File: src/rtl/stream_unpacker.sv
// stream_unpacker: valid/ready width-down converter emitting one ELEM_W field per beat from a packed word
module stream_unpacker #(
  parameter int ELEM_W    = 8,
  parameter int N_ELEM    = 4,
  parameter int MSB_FIRST = 1,
  localparam int CW       = (N_ELEM > 2) ? $clog2(N_ELEM) : 1
) (
  input  logic                     i_clk,
  input  logic                     i_arst_n,
  input  logic [N_ELEM*ELEM_W-1:0] i_data,
  input  logic [CW-1:0]            i_nElemM1,
  input  logic                     i_valid,
  output logic                     o_ready,
  output logic [ELEM_W-1:0]        o_data,
  output logic                     o_last,
  output logic                     o_valid,
  input  logic                     i_ready
);
  typedef enum logic {IDLE, EMIT} state_t;
  state_t state, state_d;
  logic [N_ELEM*ELEM_W-1:0] word, sh;
  logic [CW-1:0] cnt, num, num_in;
  logic emit, in_xfer, out_xfer;
  assign emit     = state == EMIT;
  assign o_valid  = emit;
  assign o_last   = emit & (cnt == num);
  assign o_ready  = ~emit | (i_ready & o_last);
  assign in_xfer  = i_valid & o_ready;
  assign out_xfer = o_valid & i_ready;
  assign num_in   = (i_nElemM1 > CW'(N_ELEM - 1)) ? CW'(N_ELEM - 1) : i_nElemM1;
  // shift the selected element to the emit-first end of the buffer
  assign sh       = (MSB_FIRST != 0) ? word << (cnt * ELEM_W) : word >> (cnt * ELEM_W);
  assign o_data   = !emit ? '0 : (MSB_FIRST != 0) ? sh[N_ELEM*ELEM_W-1 -: ELEM_W] : sh[ELEM_W-1:0];
  always_comb begin
    state_d = state;
    state_d = in_xfer ? EMIT : (out_xfer & o_last) ? IDLE : state;
  end
  always_ff @(posedge i_clk or negedge i_arst_n) begin
    if (!i_arst_n) begin
      state <= IDLE;
      word  <= '0;
      cnt   <= '0;
      num   <= '0;
    end else begin
      state <= state_d;
      if (in_xfer) begin
        word <= i_data;
        num  <= num_in;
        cnt  <= '0;
      end else if (out_xfer & ~o_last) begin
        cnt <= cnt + 1'b1;
      end
    end
  end
endmodule

File: config.mk
export PLATFORM = sky130hd
export DESIGN_NAME = stream_unpacker
export DESIGN_NICKNAME = d
export VERILOG_FILES = /design/src/rtl/stream_unpacker.sv
export SDC_FILE = /design/constraint.sdc
export NUM_CORES = 1
export LEC_CHECK = 0
export CAP_MARGIN = 10
export CORE_UTILIZATION = 48
export DETAILED_ROUTE_END_ITERATION = 10
export MAX_ROUTING_LAYER = met4
export PLACE_DENSITY = 0.79
export SYNTH_ARGS = -nofsm -noshare
export SYNTH_HDL_FRONTEND = slang
export SYNTH_SLANG_ARGS = --single-unit
File: constraint.sdc
create_clock -name i_clk -period 1.96 [get_ports i_clk]
set_input_delay 0.392 -clock i_clk [delete_from_list [all_inputs] [get_ports i_clk]]
set_output_delay 0.392 -clock i_clk [all_outputs]
set_load 0.02 [all_outputs]
After elaboration in Yosys (flattened, before gate mapping)
Cells that the tools add are included.
{ "op_classes": {"n_addsub": 1, "magnitude_cmp": 1, "eq_ne": 1, "shift": 1, "muxes": 6, "bitwise_logic": 9, "n_reduce_logical": 2} }
{ "op_table": {"columns": ["cell", "n"], "rows": [
  ["$shl A32 B5 Y32", 1],
  ["$mux W8", 1],
  ["$and A1 B1 Y1", 6],
  ["$mux W2", 3],
  ["$reduce_bool A2 Y1", 2],
  ["$add A2 B1 Y2 const B", 1],
  ["$eq A2 B2 Y1", 1],
  ["$gt A2 B2 Y1 const B", 1],
  ["$mux W1", 2],
  ["$not A1 Y1", 2],
  ["$or A1 B1 Y1", 1]
]} }
{ "totals": {"reg_bits": 37, "inputBits": 38, "output_inout_bits": 11, "elab_cells": 25} }

Logic depth before layout (Yosys ltp)
{ "depth": {"depth_word": 6, "depth_mapped": 7} }

Least setup slack after synthesis
OpenSTA, ideal clock, no wires.
{ "synth_timing": {"kind": "register -> output", "from": "register cnt[0]", "to": "output o_data[3]", "arrival_ns": 1.418, "slack_ns": 0.150, "stages_incl_launch_ff": 5, "cell_sequence": "dfrtp_1 > buf_6 > buf_2 > mux4_2 > and2_1"} }
{ "synth_via": {"elab_chain_cells": 2} }
{ "synth_rtl": {"columns": ["item", "line_no", "rtl"], "rows": [
  ["from (decl)", "22", "logic [CW-1:0] cnt, num, num_in;"],
  ["from (signal assigned)", "51", "cnt <= cnt + 1'b1;"],
  ["$shl A32 B5 Y32", "32", "assign sh = (MSB_FIRST != 0) ? word << (cnt * ELEM_W) : word >> (cnt * ELEM_W);"],
  ["$mux W8", "33", "assign o_data = !emit ? '0 : (MSB_FIRST != 0) ? sh[N_ELEM*ELEM_W-1 -: ELEM_W] : sh[ELEM_W-1:0];"],
  ["to (decl)", "14", "output logic [ELEM_W-1:0] o_data,"]
]} }
No other way between the ends.

Worst setup path after layout
{ "layout_timing": {"from": "register cnt[0]", "to": "output o_data[5]"} }
Same word-level chain as after synthesis.

==> flow_metrics.env <==
export IMPL_run_status="complete, but fails checks"
export IMPL_violations="negative setup slack"
export IMPL_crit_cells=4
export IMPL_grt_ovfl_total=0
export IMPL_r2r_slack_ps=170
export IMPL_ios=49
export IMPL_cpLargestDelayFamily="multiplexers"
export IMPL_holdWs_ps=2.29
export IMPL_cts_made_buffers=5
export IMPL_via_count=1228
export IMPL_finalMaxSlewViolations=0
export IMPL_wl_per_cell_um=16.2
export IMPL_peakVddDrop_v=0.00104
export IMPL_rows=22
export IMPL_io_buffers=48
export IMPL_tns_ps=-302
export IMPL_grt_usage_pct=21.9
export IMPL_timing_rr_end="word[0]"
export IMPL_drc_errors=0
export IMPL_timing_rr_start="cnt[1]"
export IMPL_cts_htree_levels=2
export IMPL_routed_wirelength_um=3820
export IMPL_hold_path_class="primary input to async pin"
export IMPL_gp_congestion=0.808
export IMPL_path_class="flop to primary output"
export IMPL_core_um2=3740
export IMPL_hold_buffers=0
export IMPL_skew_ps=2.42
export IMPL_end_kind="primary output"
export IMPL_ys_seq_elements=37
export IMPL_rsz0062_at_grt="true"
export IMPL_power_leakage_nw=1.24
export IMPL_drive_gt1_share_pct=44.7
export IMPL_synth_area_um2=1900
export IMPL_clkTransAtPathRegs_ps=70
export IMPL_setup_viol=8
export IMPL_powerDensity_nw_per_um2=1960
export IMPL_finalHoldViolations=0
export IMPL_cts_root_buf="clkbuf_8"
export IMPL_drtPass1Iterations=4
export IMPL_path_max_fanout=6
export IMPL_cpPeakStageDelay_ps=510
export IMPL_required_ps=1570
export IMPL_slew_headroom_pct=76.1
export IMPL_area_growth_syn_to_layout_pct=37.6
export IMPL_clock_path_buffers=2
export IMPL_numPlacedInstances=228
export IMPL_wl_met3_um=174
export IMPL_ys_warn_count=0
export IMPL_crit_buf_inv=2
export IMPL_drv_cap=0
export IMPL_post_route_period_util_pct=103
export IMPL_antenna_found_initial=0
export IMPL_min_period_ps=2010
export IMPL_cp_slowest_cell="mux4_2"
export IMPL_hpwlAfterDp_um=2860
export IMPL_die_x_um=65.0
export IMPL_clk_latency_ps=280
export IMPL_grt_max_degree=34
export IMPL_antenna_left=0
export IMPL_syn_avg_cell_area_um2=15.1
export IMPL_yosysUniqueCellTypes=31
export IMPL_critPathArrivalTime_ps=1620
export IMPL_n_antenna_cell=0
export IMPL_setup_slack_ps=-49.2
export IMPL_final_util_pct=70.0
export IMPL_tritoncts="done"
export IMPL_cp_cell_sequence="buf_6 -> mux4_2 -> and2_4 -> buf_6"
export IMPL_startpoint_type="flop"
export IMPL_fp_dieH_um=65.0
export IMPL_fillers=265
export IMPL_fin_cells=236
export IMPL_nets=226
export IMPL_cp_common_cell="buf_6"
export IMPL_grt_pass1_wl_um=6550
export IMPL_syn_num_nets=164
export IMPL_reg2regPathDepth=7
export IMPL_initial_core_util_pct=50.9
export IMPL_routed_via_density=5.20
export IMPL_grt_pass1_vias=1419
export IMPL_m1WireLength_um=1630
export IMPL_die_area_um2=4220
export IMPL_worst_pin_slew_ps=359
export IMPL_fmax_ghz=0.498
export IMPL_cts_num_sinks=37
export IMPL_met2_length_um=1980
export IMPL_seq_area_frac_synth_pct=48.6
export IMPL_syn_inst=126
export IMPL_highest_layer="met4"
export IMPL_drtIter0Drc=49
export IMPL_power_total_w=0.00514
-- logic make-up (layout without fill, tap and decap cells) --
kind of cell           count (synthesis)  in the layout  synth area share [%]
XOR/XNOR                               3              3                  2.37
buffers and inverters                 13             75                  4.60
AO/OA/AOI/OAI                         13             13                  4.66
multiplexers                          40             40                  34.1
AND/OR/NAND/NOR                       20             20                  5.65
flip-flops                            37             37                  48.6
-- timing repair --
item	in CTS	in global routing
pin swaps	0	0
gates resized for setup	63	9
endpoints found under the setup margin	11	10
setup buffers	1	0
gates cloned	0	0
-- state kept, by name, indices dropped and copies added (netlist names) --
| name | flops |
|---|---|
| cnt | 2 |
| num | 2 |
| word | 32 |
| o_valid | 1 |
-- cells in the final DEF, fill, tap and decap left out --
cell type	count
nor3_1	1
clkbuf_2	1
o21ai_0	2
and3_1	1
nand3_1	1
a211o_1	1
a31oi_1	2
a22o_1	1
nand2b_1	1
clkdlybuf4s50_1	37
mux2_1	3
o21ai_1	1
o21ai_2	1
a32o_1	1
inv_1	5
nor2_2	1
a31o_2	1
nor2_1	2
buf_12	1
clkbuf_1	1
buf_2	1
o21a_2	1
xor2_1	1
dfrtp_1	36
mux4_2	8
and2_4	8
o211ai_1	1
nand2_2	1
clkbuf_8	6
buf_4	13
nand2_1	3
xnor2_1	1
dfrtp_2	1
xnor2_4	1
buf_6	10
mux2_4	29
nand4_1	1
a21oi_1	1
-- per-layer routing --
layer  vias up  global-route usage [%]
met2        34                    36.8
met3         4                    5.63
met4         0                    6.94
met1       614                    25.7
li1        576                       -
met5         -                       -
-- layout make-up --
class	count	area, um2	area share (%)
Tap cell	48	60.1	2.29
Timing Repair Buffer	63	611	23.3
Sequential cell	37	927	35.4
Inverter	5	18.8	0.716
Multi-Input combinational cell	76	918	35.0
Clock buffer	7	86.3	3.29
-- through the flow --
stage          instance area [um2]  setup slack (ps)
3_5_place_dp                  2490              -313
2_1_floorplan                 1900               150
5_1_grt                       2620              -118
3_3_place_gp                  2490              -225
4_1_cts                       2590             -72.5
6_report                      2620             -49.2
-- how the worst max path moves through the flow --
stage | to | start
3_3_place_gp | o_ready | i_ready
2_1_floorplan | o_data[3] | cnt[0]
3_5_place_dp | o_ready | i_ready
4_1_cts | o_data[7] | cnt[0]
5_1_grt | o_data[5] | cnt[0]
6_report | o_data[5] | cnt[0]
-- cells in the mapped netlist (all sizes together) --
cell | number | area, um2
a32o | 1 | 10.0
buf | 7 | 65.1
nand2 | 4 | 17.5
dfrtp | 37 | 926
clkbuf | 1 | 3.75
nor3 | 1 | 5.00
and2 | 8 | 50.1
inv | 5 | 18.8
a22o | 1 | 8.76
nand2b | 1 | 6.26
o211ai | 1 | 7.51
a211o | 1 | 8.76
and3 | 1 | 6.26
mux2 | 32 | 469
o21a | 1 | 7.51
nor2 | 3 | 11.3
o21ai | 4 | 20.0
a31oi | 2 | 12.5
xor2 | 1 | 8.76
nand4 | 1 | 6.26
nand3 | 1 | 5.00
a31o | 1 | 8.76
xnor2 | 2 | 36.3
a21oi | 1 | 5.00
mux4 | 8 | 180
-- power breakdown --
group	switching (W)	internal, W	leakage [nW]	total, W
clock	0.000249	0.000279	0.0443	0.000528
combinational	0.00118	0.00197	0.756	0.00315
sequential	0.000289	0.00117	0.436	0.00146
total	0.00172	0.00342	1.24	0.00514
(Power assumes the default switching activity.)
